File: src/rtl/uart_frame_pkg.sv
// Shared types and constants for the UART frame parser.
//   state_t      parser FSM states
//   frame_hdr_t  CMD/LEN pair of a frame
//   is_set_baud  decides whether a completed frame may update baud_set
package uart_frame_pkg;

  typedef enum logic [2:0] {
    ST_IDLE,
    ST_HDR1,
    ST_CMD,
    ST_LEN,
    ST_PAYLOAD,
    ST_CSUM
  } state_t;

  typedef struct packed {
    logic [7:0] cmd;
    logic [7:0] len;
  } frame_hdr_t;

  localparam logic [7:0] CMD_SET_BAUD = 8'h01;
  localparam logic [2:0] BAUD_MAX     = 3'd4;
  localparam logic [7:0] HDR0_DEF     = 8'h55;
  localparam logic [7:0] HDR1_DEF     = 8'hAA;

  // Only a one-byte set-baud payload with a legal selection reprograms the receiver.
  function automatic logic is_set_baud(input frame_hdr_t h, input logic [2:0] sel);
    return (h.cmd == CMD_SET_BAUD) && (h.len == 8'd1) && (sel <= BAUD_MAX);
  endfunction

endpackage

File: src/rtl/uart_frame_timeout.sv
// Inter-byte watchdog for the frame parser.
//   clk, reset_n  clock, async active-low reset
//   clr           restart the count (byte seen, or parser idle); wins over tc
//   en            count while a frame is in progress
//   tc            one-cycle terminal-count pulse at TIMEOUT_CYCLES-1
// TIMEOUT_CYCLES must be at least 2.
module uart_frame_timeout #(
  parameter int TIMEOUT_CYCLES = 500000
) (
  input  logic clk,
  input  logic reset_n,
  input  logic clr,
  input  logic en,
  output logic tc
);

  localparam int CW = $clog2(TIMEOUT_CYCLES);

  logic [CW-1:0] cnt;

  assign tc = en && !clr && (cnt == CW'(TIMEOUT_CYCLES - 1));

  always_ff @(posedge clk or negedge reset_n) begin
    if (!reset_n)      cnt <= '0;
    else if (clr || tc) cnt <= '0;
    else if (en)       cnt <= cnt + CW'(1);
  end

endmodule

File: src/rtl/uart_frame_parser.sv
// Frame-level parser behind the UART byte receiver.
// Frame: HDR0 HDR1 CMD LEN PAYLOAD[LEN] [CSUM]
//   clk, reset_n      clock, async active-low reset
//   rx_data/rx_valid  byte strobe from the receiver
//   rd_addr/rd_data   combinational payload buffer read port (0 beyond MAX_LEN)
//   frame_valid       1-cycle pulse per good frame; frame_cmd/frame_len hold its CMD/LEN
//   baud_set          receiver baud selection, updated by set-baud frames
//   busy              parser not idle
//   err_csum/err_len/err_timeout  1-cycle error pulses
// Build option UART_FRAME_CSUM_EN: when defined, a trailing checksum byte
// (sum of CMD, LEN and payload, mod 256) is required and checked; when
// undefined the frame ends on its last payload byte (or on LEN when LEN is 0),
// frame_valid comes one clock later and err_csum is always 0.
module uart_frame_parser
  import uart_frame_pkg::*;
#(
  parameter int         MAX_LEN        = 16,
  parameter int         TIMEOUT_CYCLES = 500000,
  parameter logic [7:0] HDR0           = HDR0_DEF,
  parameter logic [7:0] HDR1           = HDR1_DEF
) (
  input  logic                       clk,
  input  logic                       reset_n,
  input  logic [7:0]                 rx_data,
  input  logic                       rx_valid,
  input  logic [$clog2(MAX_LEN)-1:0] rd_addr,
  output logic [7:0]                 rd_data,
  output logic                       frame_valid,
  output logic [7:0]                 frame_cmd,
  output logic [7:0]                 frame_len,
  output logic [2:0]                 baud_set,
  output logic                       busy,
  output logic                       err_csum,
  output logic                       err_len,
  output logic                       err_timeout
);

  localparam int         AW       = $clog2(MAX_LEN);
  localparam logic [7:0] MAX_LEN8 = 8'(MAX_LEN);
`ifdef UART_FRAME_CSUM_EN
  localparam int STAGES = 0;
`else
  localparam int STAGES = 1;
`endif
  localparam int PW = STAGES + 1;

  state_t                  state;
  frame_hdr_t              hdr_q;    // frame being parsed
  frame_hdr_t              last_q;   // last good frame
  logic [AW-1:0]           idx;
  logic [MAX_LEN-1:0][7:0] pbuf;
  logic [PW-1:0]           vld_q;
  logic [PW-1:0]           vld_pipe;
  logic                    done;
  logic                    last_byte;
  logic                    tc;
`ifdef UART_FRAME_CSUM_EN
  logic [7:0]              acc;
`endif

  uart_frame_timeout #(.TIMEOUT_CYCLES(TIMEOUT_CYCLES)) u_timeout (
    .clk     (clk),
    .reset_n (reset_n),
    .clr     (rx_valid || (state == ST_IDLE)),
    .en      (state != ST_IDLE),
    .tc      (tc)
  );

  assign last_byte = (8'(idx) == hdr_q.len - 8'd1);

  // Byte that completes a good frame.
  always_comb begin
    done = 1'b0;
    if (rx_valid) begin
`ifdef UART_FRAME_CSUM_EN
      done = (state == ST_CSUM) && (rx_data == acc);
`else
      done = ((state == ST_LEN) && (rx_data == 8'd0)) ||
             ((state == ST_PAYLOAD) && last_byte);
`endif
    end
  end

  // vld_pipe[0] is the completing byte itself; vld_pipe[STAGES] is the edge
  // at which the frame is committed and frame_valid gets loaded.
  assign vld_pipe    = (vld_q << 1) | PW'(done);
  assign frame_valid = vld_q[STAGES];
  assign frame_cmd   = last_q.cmd;
  assign frame_len   = last_q.len;
  assign busy        = (state != ST_IDLE);
  assign rd_data     = (int'(rd_addr) < MAX_LEN) ? pbuf[rd_addr] : 8'h00;
`ifndef UART_FRAME_CSUM_EN
  assign err_csum    = 1'b0;
`endif

  always_ff @(posedge clk or negedge reset_n) begin
    if (!reset_n) begin
      state       <= ST_IDLE;
      hdr_q       <= '0;
      last_q      <= '0;
      idx         <= '0;
      pbuf        <= '0;
      vld_q       <= '0;
      baud_set    <= '0;
      err_len     <= 1'b0;
      err_timeout <= 1'b0;
`ifdef UART_FRAME_CSUM_EN
      acc         <= '0;
      err_csum    <= 1'b0;
`endif
    end else begin
      vld_q       <= vld_pipe;
      err_len     <= 1'b0;
      err_timeout <= 1'b0;
`ifdef UART_FRAME_CSUM_EN
      err_csum    <= 1'b0;
`endif

      if (vld_pipe[STAGES]) begin
        last_q <= hdr_q;
        if (is_set_baud(hdr_q, pbuf[0][2:0])) baud_set <= pbuf[0][2:0];
      end

      if (rx_valid) begin
        unique case (state)
          ST_IDLE: if (rx_data == HDR0) state <= ST_HDR1;
          ST_HDR1: begin
            // A repeated HDR0 keeps us aligned on the newest header start.
            if (rx_data == HDR1)      state <= ST_CMD;
            else if (rx_data != HDR0) state <= ST_IDLE;
          end
          ST_CMD: begin
            hdr_q.cmd <= rx_data;
`ifdef UART_FRAME_CSUM_EN
            acc       <= rx_data;
`endif
            state     <= ST_LEN;
          end
          ST_LEN: begin
            hdr_q.len <= rx_data;
            idx       <= '0;
`ifdef UART_FRAME_CSUM_EN
            acc       <= acc + rx_data;
`endif
            if (rx_data > MAX_LEN8) begin
              err_len <= 1'b1;
              state   <= ST_IDLE;
            end else if (rx_data == 8'd0) begin
`ifdef UART_FRAME_CSUM_EN
              state <= ST_CSUM;
`else
              state <= ST_IDLE;
`endif
            end else begin
              state <= ST_PAYLOAD;
            end
          end
          ST_PAYLOAD: begin
            pbuf[idx] <= rx_data;
            idx       <= idx + AW'(1);
`ifdef UART_FRAME_CSUM_EN
            acc       <= acc + rx_data;
            if (last_byte) state <= ST_CSUM;
`else
            if (last_byte) state <= ST_IDLE;
`endif
          end
          ST_CSUM: begin
`ifdef UART_FRAME_CSUM_EN
            if (rx_data != acc) err_csum <= 1'b1;
`endif
            state <= ST_IDLE;
          end
          default: state <= ST_IDLE;
        endcase
      end else if (tc) begin
        err_timeout <= 1'b1;
        state       <= ST_IDLE;
      end
    end
  end

endmodule

File: config.mk
export PLATFORM = sky130hd
export DESIGN_NAME = uart_frame_parser
export DESIGN_NICKNAME = d
export VERILOG_FILES = /design/src/rtl/uart_frame_pkg.sv /design/src/rtl/uart_frame_timeout.sv /design/src/rtl/uart_frame_parser.sv
export SDC_FILE = /design/constraint.sdc
export NUM_CORES = 1
export LEC_CHECK = 0
export ABC_AREA = 1
export BUFFER_PORTS_ARGS = -buffer_cell sky130_fd_sc_hd__buf_2
export CORE_UTILIZATION = 47
export CTS_CLUSTER_SIZE = 16
export DETAILED_ROUTE_END_ITERATION = 10
export PLACE_DENSITY = 0.62
export SYNTH_ARGS = -nofsm -noshare
export SYNTH_HDL_FRONTEND = slang
export SYNTH_SLANG_ARGS = --single-unit
File: constraint.sdc
create_clock -name clk -period 2 [get_ports clk]
set_clock_uncertainty 0.1 [all_clocks]
set_input_delay 0.2 -clock clk [delete_from_list [all_inputs] [get_ports clk]]
set_output_delay 0.2 -clock clk [all_outputs]
set_load 0.01 [all_outputs]
==> impl_metrics.ini <==
[drt]
ant_nets = 0
route.vias.total = 7555
drt_wl_total_um = 23900
avgViaCountPerCell = 5.22
drtIter0Drc = 434
drc_errors = 0
wire_per_inst_um = 16.6
drt-pass1-iter-count = 9

[yosys]
synth.mux.area_fraction_pct = 0.867
synth_commonest_cells = nand2_1, dfrtp_1, o21ai_0, nor2_1, inv_1
synth_top_family_by_area = simple AND/OR/NAND/NOR gates
async_flop_share_pct = 100
synth_top_area_share_pct = 52.3
synth_top_area_cell = dfrtp_1
synth_edf_count = 0
syn_nets = 1149
synthAdderAreaFrac_pct = 0.948
synth_compound_area_share_pct = 17.4
synth_ff_type = dfrtp_1
synthesis.instances = 1127
synth_seq_cells = 193
yosysUniqueCellTypes = 41
yosysWarningCount = 0
synth-seq-area-share_pct = 52.3
syn_area_per_cell_um2 = 8.20
synthTopCellsByArea = dfrtp_1, nand2_1, o21ai_0, a21oi_1, nor2_1
syn_area_um2 = 9240
yosys.area_share.simple_pct = 19.8
synthXorXnorAreaFrac_pct = 0.948
yosysMostFrequentCell = nand2_1

[global_route]
grt_pass1_wl_um = 38500
antenna_found_initial = 0
grt_use_total_pct = 25.2
grt-ovfl-total = 0
grt_max_degree = 53
grt_pass1_vias = 6958

[cts]
path_clk_slew_ns = 0.07
clock_path_buffers = 2
htreeDepth = 4
cts_sinks = 193
clock-root-buffer = clkbuf_16
cts_tree = done
cts_buffers = 17
clk-insertion-delay-late_ns = 0.44

[run]
cap_violations = 0

[setup_path]
critical_path_class = register to primary output
crit_arrival_ns = 1.64
crit_required_ns = 1.70
startpoint_type = register
worstSetupEndpointType = primary output
worstPathMaxFanout = 2

[timing]
slew_headroom_pct = 59.4
fmax_ghz = 0.515
period_minus_slack_ns = 1.94
period_share_pct = 97.1
setup_viol = 0
hold_viol = 0
holdWs_ns = 0.0371
maxSlewViolCount = 0
rsz0062_at_grt = true
tightest_slew_ns = 0.607

[finish]
drive_gt1_share_pct = 13.2
final_util_pct = 56.3
area_growth_pct = 15.6
fin_nets = 1197
diodes = 0
nFillCells = 1778

[placed_design]
port_buffers = 45
dpl.hpwl_um = 16200
gp_congestion = 0.859

[power_and_ir_drop]
power_density_nw_per_um2 = 955
ir_drop_uv = 596
finalPower_uw = 10200
cellLeakagePower_uw = 0.00498

[status]
status = complete, no violations

[floorplan]
ios = 47
rows = 50
start_util_pct = 48.7
die_h_um = 142
die_area_um2 = 20200
core_um2 = 19000
fp.dieW_um = 142

[worst_hold_path]
hp-class = input pin to register
==> worst paths after layout <==
path,from,end,slack (ns),cells past startpoint
hold / removal,rx_data[0],pbuf[72],0.04,3
min in group asynchronous,reset_n,frame_cmd[7],0.12,2
setup reg to reg,hdr_q[0],state[1],0.13,13
setup / recovery,pbuf[46],rd_data[6],0.06,7
max in group asynchronous,reset_n,u_timeout.cnt[8],1.01,3
hold reg to reg,frame_cmd[1],frame_cmd[1],0.37,2
==> cell type report <==
class | count | area [µm²] | area share, %
Multi-Input combinational cell | 759 | 3780 | 35.4
Tap cell | 260 | 325 | 3.05
Sequential cell | 193 | 4830 | 45.3
Inverter | 113 | 427 | 4.00
Clock buffer | 20 | 457 | 4.28
Clock inverter | 11 | 178 | 1.66
Timing Repair Buffer | 91 | 679 | 6.37
==> per-layer routing <==
| metal | GRT usage [%] | vias to the layer above | share of wire [%] |
|---|---|---|---|
| li1 | - | 3767 | - |
| met1 | 35.9 | 3582 | 47 |
| met2 | 40.0 | 178 | 47 |
| met3 | 3.73 | 28 | 4.6 |
| met4 | 6.73 | 0 | 1.5 |
| met5 | 0 | - | 0 |
==> state kept, by name, summed over array words and instances, names as in the netlist <==
| name | cells |
|---|---|
| frame_len | 8 |
| state | 3 |
| err_len | 1 |
| baud_set | 3 |
| err_timeout | 1 |
| frame_cmd | 8 |
| u_timeout.cnt | 19 |
| pbuf | 128 |
| idx | 4 |
| hdr_q | 16 |
| vld_q | 2 |
==> per-stage QoR <==
step                instance area (µm²)  setup slack (ns)  setup TNS, ns  cells
floorplan                          9240             0.254              0   1127
global placement                   9910             0.141              0   1411
detailed placement                 9910             0.133              0   1411
CTS                               10600           0.00415              0   1446
global route                      10700           -0.0540         -0.281   1447
finish                            10700            0.0588              0   1447
==> placed cells by master (no fill, tap or decap), drive strengths merged, types with 8 or more instances in the layout <==
cell    count
nand2     235
buf        86
xor2        8
inv       113
a21oi     106
o21ai     171
nand3      27
dfrtp     193
nor2      128
clkbuf     21
nor3       17
o211ai     16
mux2i       8
nand4      10
==> repair_timing <==
action	4_1_cts	5_1_grt
pin swaps	0	2
hold buffers	4	0
buffers inserted	0	1
endpoints found under the setup margin	6	38
cloned	0	0
resized for setup	10	23
endpoints found under the hold margin	197	0
==> worst max-delay path, cell delays in order (launching register included) <==
cell and delay (ns):
dfrtp_1 0.39, inv_2 0.07, a21oi_1 0.05, o21ai_1 0.07, nand2_1 0.07, o221ai_2 0.25, nand2_1 0.15, buf_2 0.16
==> power by group <==
group	internal (µW)	total, µW	leakage, µW	switching, µW
clock	2170	3680	0.000311	1510
combinational	651	1910	0.00229	1260
sequential	4290	4600	0.00238	311
==> cells by family after synthesis <==
group | Yosys count
mux | 8
xor+xnor | 10
fa+ha+maj | 7
simple gates | 427
flops | 193
other cells | 1
buf+inv | 175
compound gates | 306
Power figures use the tool's default switching activity.
